File: src/rtl/crossbar_rr.sv
// N_IN x N_OUT crossbar with per-input FIFOs, registered outputs and a
// round-robin arbiter per output; heads with an out-of-range dest are dropped.
module crossbar_rr #(
    parameter int unsigned N_IN       = 4,
    parameter int unsigned N_OUT      = 4,
    parameter int unsigned DATA_WIDTH = 32,
    parameter int unsigned FIFO_DEPTH = 2,
    parameter int unsigned DEST_BITS  = (N_OUT > 1) ? $clog2(N_OUT) : 1,
    parameter int unsigned SRC_BITS   = (N_IN > 1) ? $clog2(N_IN) : 1
) (
    input  logic                                CLK,
    input  logic                                RST,
    input  logic [N_IN-1:0]                     in_valid,
    input  logic [N_IN-1:0][DATA_WIDTH-1:0]     in_data,
    input  logic [N_IN-1:0][DEST_BITS-1:0]      in_dest,
    output logic [N_IN-1:0]                     in_ready,
    output logic [N_OUT-1:0]                    out_valid,
    output logic [N_OUT-1:0][DATA_WIDTH-1:0]    out_data,
    output logic [N_OUT-1:0][SRC_BITS-1:0]      out_src,
    input  logic [N_OUT-1:0]                    out_ready,
    output logic                                stall,
    output logic                                dest_err
);

    localparam int unsigned PTR_W = (FIFO_DEPTH > 1) ? $clog2(FIFO_DEPTH) : 1;
    localparam int unsigned CNT_W = $clog2(FIFO_DEPTH + 1);

    logic [DATA_WIDTH-1:0]            mem_data_q [N_IN][FIFO_DEPTH];
    logic [DEST_BITS-1:0]             mem_dest_q [N_IN][FIFO_DEPTH];
    logic [PTR_W-1:0]                 wr_ptr_q [N_IN];
    logic [PTR_W-1:0]                 wr_ptr_d [N_IN];
    logic [PTR_W-1:0]                 rd_ptr_q [N_IN];
    logic [PTR_W-1:0]                 rd_ptr_d [N_IN];
    logic [CNT_W-1:0]                 count_q  [N_IN];
    logic [CNT_W-1:0]                 count_d  [N_IN];
    logic [SRC_BITS-1:0]              rr_ptr_q [N_OUT];
    logic [SRC_BITS-1:0]              rr_ptr_d [N_OUT];
    logic [N_OUT-1:0]                 out_valid_q, out_valid_d;
    logic [N_OUT-1:0][DATA_WIDTH-1:0] out_data_q, out_data_d;
    logic [N_OUT-1:0][SRC_BITS-1:0]   out_src_q, out_src_d;
    logic                             dest_err_q, dest_err_d;

    logic [N_IN-1:0]                  full, empty, push, pop, head_bad;
    logic [DATA_WIDTH-1:0]            head_data [N_IN];
    logic [DEST_BITS-1:0]             head_dest [N_IN];
    logic [N_OUT-1:0]                 out_free, gnt_vld;
    logic [SRC_BITS-1:0]              gnt_idx [N_OUT];

    function automatic logic [PTR_W-1:0] ptr_inc(input logic [PTR_W-1:0] p);
        return (p == PTR_W'(FIFO_DEPTH - 1)) ? '0 : p + PTR_W'(1);
    endfunction

    // FIFO status, head decode and input acceptance
    always_comb begin
        for (int unsigned i = 0; i < N_IN; i++) begin
            full[i]      = (count_q[i] == CNT_W'(FIFO_DEPTH));
            empty[i]     = (count_q[i] == '0);
            head_data[i] = mem_data_q[i][rd_ptr_q[i]];
            head_dest[i] = mem_dest_q[i][rd_ptr_q[i]];
            head_bad[i]  = !empty[i] && (32'(head_dest[i]) >= N_OUT);
            in_ready[i]  = !full[i] && !RST;
            push[i]      = in_valid[i] && in_ready[i];
        end
    end

    assign stall = |(in_valid & ~in_ready);

    // Per-output round-robin search starting at rr_ptr, only when output is free
    always_comb begin
        int unsigned         idx;
        logic [SRC_BITS-1:0] sel;
        idx     = 0;
        sel     = '0;
        gnt_vld = '0;
        pop     = head_bad;
        for (int unsigned j = 0; j < N_OUT; j++) begin
            gnt_idx[j]  = '0;
            out_free[j] = !out_valid_q[j] || out_ready[j];
            for (int unsigned k = 0; k < N_IN; k++) begin
                idx = 32'(rr_ptr_q[j]) + k;
                if (idx >= N_IN) begin
                    idx = idx - N_IN;
                end
                sel = SRC_BITS'(idx);
                if (out_free[j] && !gnt_vld[j] && !empty[sel] &&
                    (32'(head_dest[sel]) == j)) begin
                    gnt_vld[j] = 1'b1;
                    gnt_idx[j] = sel;
                    pop[sel]   = 1'b1;
                end
            end
        end
    end

    // Next-state for FIFO bookkeeping, output registers and arbiter pointers
    always_comb begin
        for (int unsigned i = 0; i < N_IN; i++) begin
            wr_ptr_d[i] = push[i] ? ptr_inc(wr_ptr_q[i]) : wr_ptr_q[i];
            rd_ptr_d[i] = pop[i]  ? ptr_inc(rd_ptr_q[i]) : rd_ptr_q[i];
            case ({push[i], pop[i]})
                2'b10:   count_d[i] = count_q[i] + CNT_W'(1);
                2'b01:   count_d[i] = count_q[i] - CNT_W'(1);
                default: count_d[i] = count_q[i];
            endcase
        end
        out_valid_d = out_valid_q;
        out_data_d  = out_data_q;
        out_src_d   = out_src_q;
        for (int unsigned j = 0; j < N_OUT; j++) begin
            rr_ptr_d[j] = rr_ptr_q[j];
            if (gnt_vld[j]) begin
                out_valid_d[j] = 1'b1;
                out_data_d[j]  = head_data[gnt_idx[j]];
                out_src_d[j]   = gnt_idx[j];
                rr_ptr_d[j]    = (gnt_idx[j] == SRC_BITS'(N_IN - 1)) ? '0
                                                                    : gnt_idx[j] + SRC_BITS'(1);
            end else if (out_ready[j]) begin
                out_valid_d[j] = 1'b0;
            end
        end
        dest_err_d = dest_err_q || (|head_bad);
    end

    // State registers; FIFO storage is written without reset
    always_ff @(posedge CLK) begin
        if (RST) begin
            for (int unsigned i = 0; i < N_IN; i++) begin
                wr_ptr_q[i] <= '0;
                rd_ptr_q[i] <= '0;
                count_q[i]  <= '0;
            end
            for (int unsigned j = 0; j < N_OUT; j++) begin
                rr_ptr_q[j] <= '0;
            end
            out_valid_q <= '0;
            out_data_q  <= '0;
            out_src_q   <= '0;
            dest_err_q  <= 1'b0;
        end else begin
            for (int unsigned i = 0; i < N_IN; i++) begin
                if (push[i]) begin
                    mem_data_q[i][wr_ptr_q[i]] <= in_data[i];
                    mem_dest_q[i][wr_ptr_q[i]] <= in_dest[i];
                end
                wr_ptr_q[i] <= wr_ptr_d[i];
                rd_ptr_q[i] <= rd_ptr_d[i];
                count_q[i]  <= count_d[i];
            end
            for (int unsigned j = 0; j < N_OUT; j++) begin
                rr_ptr_q[j] <= rr_ptr_d[j];
            end
            out_valid_q <= out_valid_d;
            out_data_q  <= out_data_d;
            out_src_q   <= out_src_d;
            dest_err_q  <= dest_err_d;
        end
    end

    assign out_valid = out_valid_q;
    assign out_data  = out_data_q;
    assign out_src   = out_src_q;
    assign dest_err  = dest_err_q;

endmodule

File: config.mk
export PLATFORM = sky130hd
export DESIGN_NAME = crossbar_rr
export DESIGN_NICKNAME = d
export VERILOG_FILES = /design/src/rtl/crossbar_rr.sv
export SDC_FILE = /design/constraint.sdc
export NUM_CORES = 1
export LEC_CHECK = 0
export CORE_MARGIN = 5
export CORE_UTILIZATION = 50
export DETAILED_ROUTE_END_ITERATION = 6
export GPL_ROUTABILITY_DRIVEN = 0
export PLACE_DENSITY_LB_ADDON = 0.15
export SLEW_MARGIN = 20
export SYNTH_ARGS = -nofsm -noshare
export SYNTH_HDL_FRONTEND = slang
export SYNTH_SLANG_ARGS = --single-unit
File: constraint.sdc
create_clock -name CLK -period 4.15 [get_ports CLK]
set_input_delay 0.6225 -clock CLK [delete_from_list [all_inputs] [get_ports CLK]]
set_output_delay 0.6225 -clock CLK [all_outputs]
set_load 0.1 [all_outputs]
==> impl_metrics.csv <==
group,metric,value,unit
worst_setup_path,r2r_slack,0.24,ns
timing,worstMarginPinSlew,1.13,ns
layout,layout_commonest_cell,"clkdlybuf4s50_1",
worst_setup_path,reg2reg_depth,10,
worst_setup_path,worst-path-max-fanout,9,
global_route,track_usage,30.8,%
worst_setup_path,cpPeakStageDelay,0.59,ns
worst_setup_path,cp_slowest_cell,"mux2i_2",
yosys,ys.flop_type,"edfxtp_1",
worst_setup_path,endpoint_kind,"register",
min_path,hp-class,"in2reg",
drt,drt-met1-wl,31600,um
floorplan,initial_core_util,50.4,%
yosys,synth_seq_cells,436,
drt,vias,18300,
timing,maxSlewHeadroom,25.0,%
global_route,grt_pass1_vias,17400,
layout,area_delta_synth_final,23.9,%
placed_design,dp_hpwl,53900,um
run,cap_violations,0,
yosys,synth_cells,1904,
yosys,synthArstFlopShare,0,%
worst_setup_path,worstReg2RegEnd,"count_q[0][1]",
drt,drtIter0Drc,2498,
timing,hold_viol,0,
layout,multi_input_area,0.00953,mm^2
floorplan,rows,76,
clock_tree,clock-sinks,436,
worst_setup_path,critPathCapture,"count_q[0][1]",
timing,fmax,0.256,GHz
worst_setup_path,crit_arrival,4.44,ns
worst_setup_path,required,4.68,ns
clock_tree,cts_made_buffers,46,
drt,drc,0,
layout,mostFrequentLayoutCells,"clkdlybuf4s50_1, edfxtp_1, nand2_1",
layout,drive_gt1_share,12.4,%
drt,wirelength,75700,um
floorplan,die_h,218,um
floorplan,die-area,0.0475,mm^2
yosys,synthesis.nets,2075,
global_route,grt_antenna_before_repair,2,
timing,fin_skew,0.0264,ns
yosys,synth_area,0.0216,mm^2
global_route,grt_max_degree,127,
yosys,syn_avg_cell_area,11.3,um^2
worst_setup_path,timing.rr.start,"rd_ptr_q[2]",
worst_setup_path,cp_cell_sequence,"mux2i_2, nor3_1, mux4_2, o21a_2, a222oi_1, o2111ai_1, or4b_1, ha_1, or3_1, a21oi_1",
global_route,grt_pass1_wl,111000,um
floorplan,die_w,218,um
worst_setup_path,crit_start,"rd_ptr_q[2]",
clock_tree,clk_latency,0.60,ns
yosys,synth-seq-area-share,53.0,%
timing,timing.final.crit_period,3.91,ns
worst_setup_path,start_kind,"register",
global_route,grt.overflow.total,0,
yosys,synth_cell_types,90,
worst_setup_path,worstSetupPathType,"reg2reg",
clock_tree,clk_pin_slew,0.06,ns
timing,tns,0,ns
placed_design,io_buffers,290,
clock_tree,htreeDepth,2,
drt,vias_per_cell,6.57,
drt,antenna_left,0,
timing,period_share,94.1,%
drt,first_pass_iters,7,
yosys,yosys_warnings,0,
layout,nNetsFinal,2325,
clock_tree,clk_path_buf_depth,3,
timing,grt_setup_unrepaired,"false",
drt,wl_met2,32900,um
drt,wl_met3,8540,um
yosys,synth_edf_count,272,
drt,routed.top_layer,"met5",
layout,regArea,0.0115,mm^2
floorplan,coreArea,0.0429,mm^2
floorplan,ioPinCount,292,
layout,fill_cells,3473,
clock_tree,ctsRootBufferMaster,"clkbuf_16",
timing,finalSetupViolCount,0,
status,status,"complete, no violations",
clock_tree,cts_hold_buffers,0,
drt,wire_per_inst,27.2,um
layout,fin_util,62.4,%
timing,slew_viol_final,0,
layout,insertedDiodeCount,0,
clock_tree,cts_tree,"built",
[metrics by stage]
| stage | setup slack, ns | hold slack [ns] | cells | instance area [um^2] |
|---|---|---|---|---|
| after detailed placement | 0.262 | 0.467 | 2691 | 25300 |
| after CTS | 0.286 | 0.414 | 2777 | 26800 |
| final | 0.245 | 0.423 | 2777 | 26800 |
| after floorplan | 0.0320 | 0.491 | 1904 | 21600 |
| after global placement | 0.357 | 0.447 | 2691 | 25300 |
| after global routing | 0.0938 | 0.436 | 2777 | 26800 |
[synth_stat cells, types with 37 or more instances]
library cell / n / area (um^2)
dfxtp_1: 164 / 3280
o211ai_1: 119 / 893
a21oi_1: 46 / 230
a311oi_1: 55 / 482
clkbuf_1: 106 / 398
o21ai_0: 48 / 240
nor2_1: 139 / 522
edfxtp_1: 272 / 8170
nand2b_1: 37 / 231
mux2i_1: 165 / 1650
nand2_1: 168 / 631
mux2_2: 69 / 777
[cell type report]
class	count	area share, %
timing repair buffer	349	12.8
tap	585	2.74
sequential	436	42.8
clock inverter	26	0.921
multi-input combinational	1290	35.6
inverter	31	0.435
clock buffer	60	4.69
[worst min-delay path by stage]
stage	start	endpoint	slack [ns]	cells after the start
global route	RST	wr_ptr_q[1]	0.44	2
detailed placement	out_src[3]	out_src[3]	0.47	2
finish	RST	count_q[1][0]	0.42	2
floorplan	count_q[1][1]	count_q[1][1]	0.49	2
CTS	RST	out_src[7]	0.41	2
global placement	out_src[3]	out_src[3]	0.45	2
[state kept, by name, summed over array words and instances (netlist names), named ones only]
name,count
count_q,8
mem_data_q,256
mem_dest_q,16
out_data,128
out_src,8
out_valid,4
rd_ptr_q,4
rr_ptr_q,5
wr_ptr_q,4
[worst max-delay path, delay by kind of cell, from the launching register on]
kind / cells / cell delay [ns]
compound gates: 4 / 0.83
fa+ha+maj: 1 / 0.36
simple gates: 3 / 1.12
mux: 2 / 1.14
flops: 1 / 0.39
[cell families after synthesis]
group / synth area share, %
simple gates: 11.2
buf+inv: 3.42
other cells: 0.0174
compound gates: 16.8
mux: 13.4
xor+xnor: 0.689
fa+ha+maj: 1.45
flops: 53.0
[per-layer routing]
| layer | vias to the layer above | track usage, % |
|---|---|---|
| met2 | 1204 | 45.9 |
| met5 | - | 0 |
| met4 | 4 | 9.55 |
| met3 | 213 | 6.43 |
| li1 | 7903 | - |
| met1 | 8931 | 45.4 |
[timing repair]
item                                    CTS  global route
resized for setup                         0             1
setup buffers                             0             0
endpoints found under the setup margin    0             1
Power is left out: the tool's default activity adds up to more than one toggle a clock period on the data nets, which glitch-free logic cannot reach.
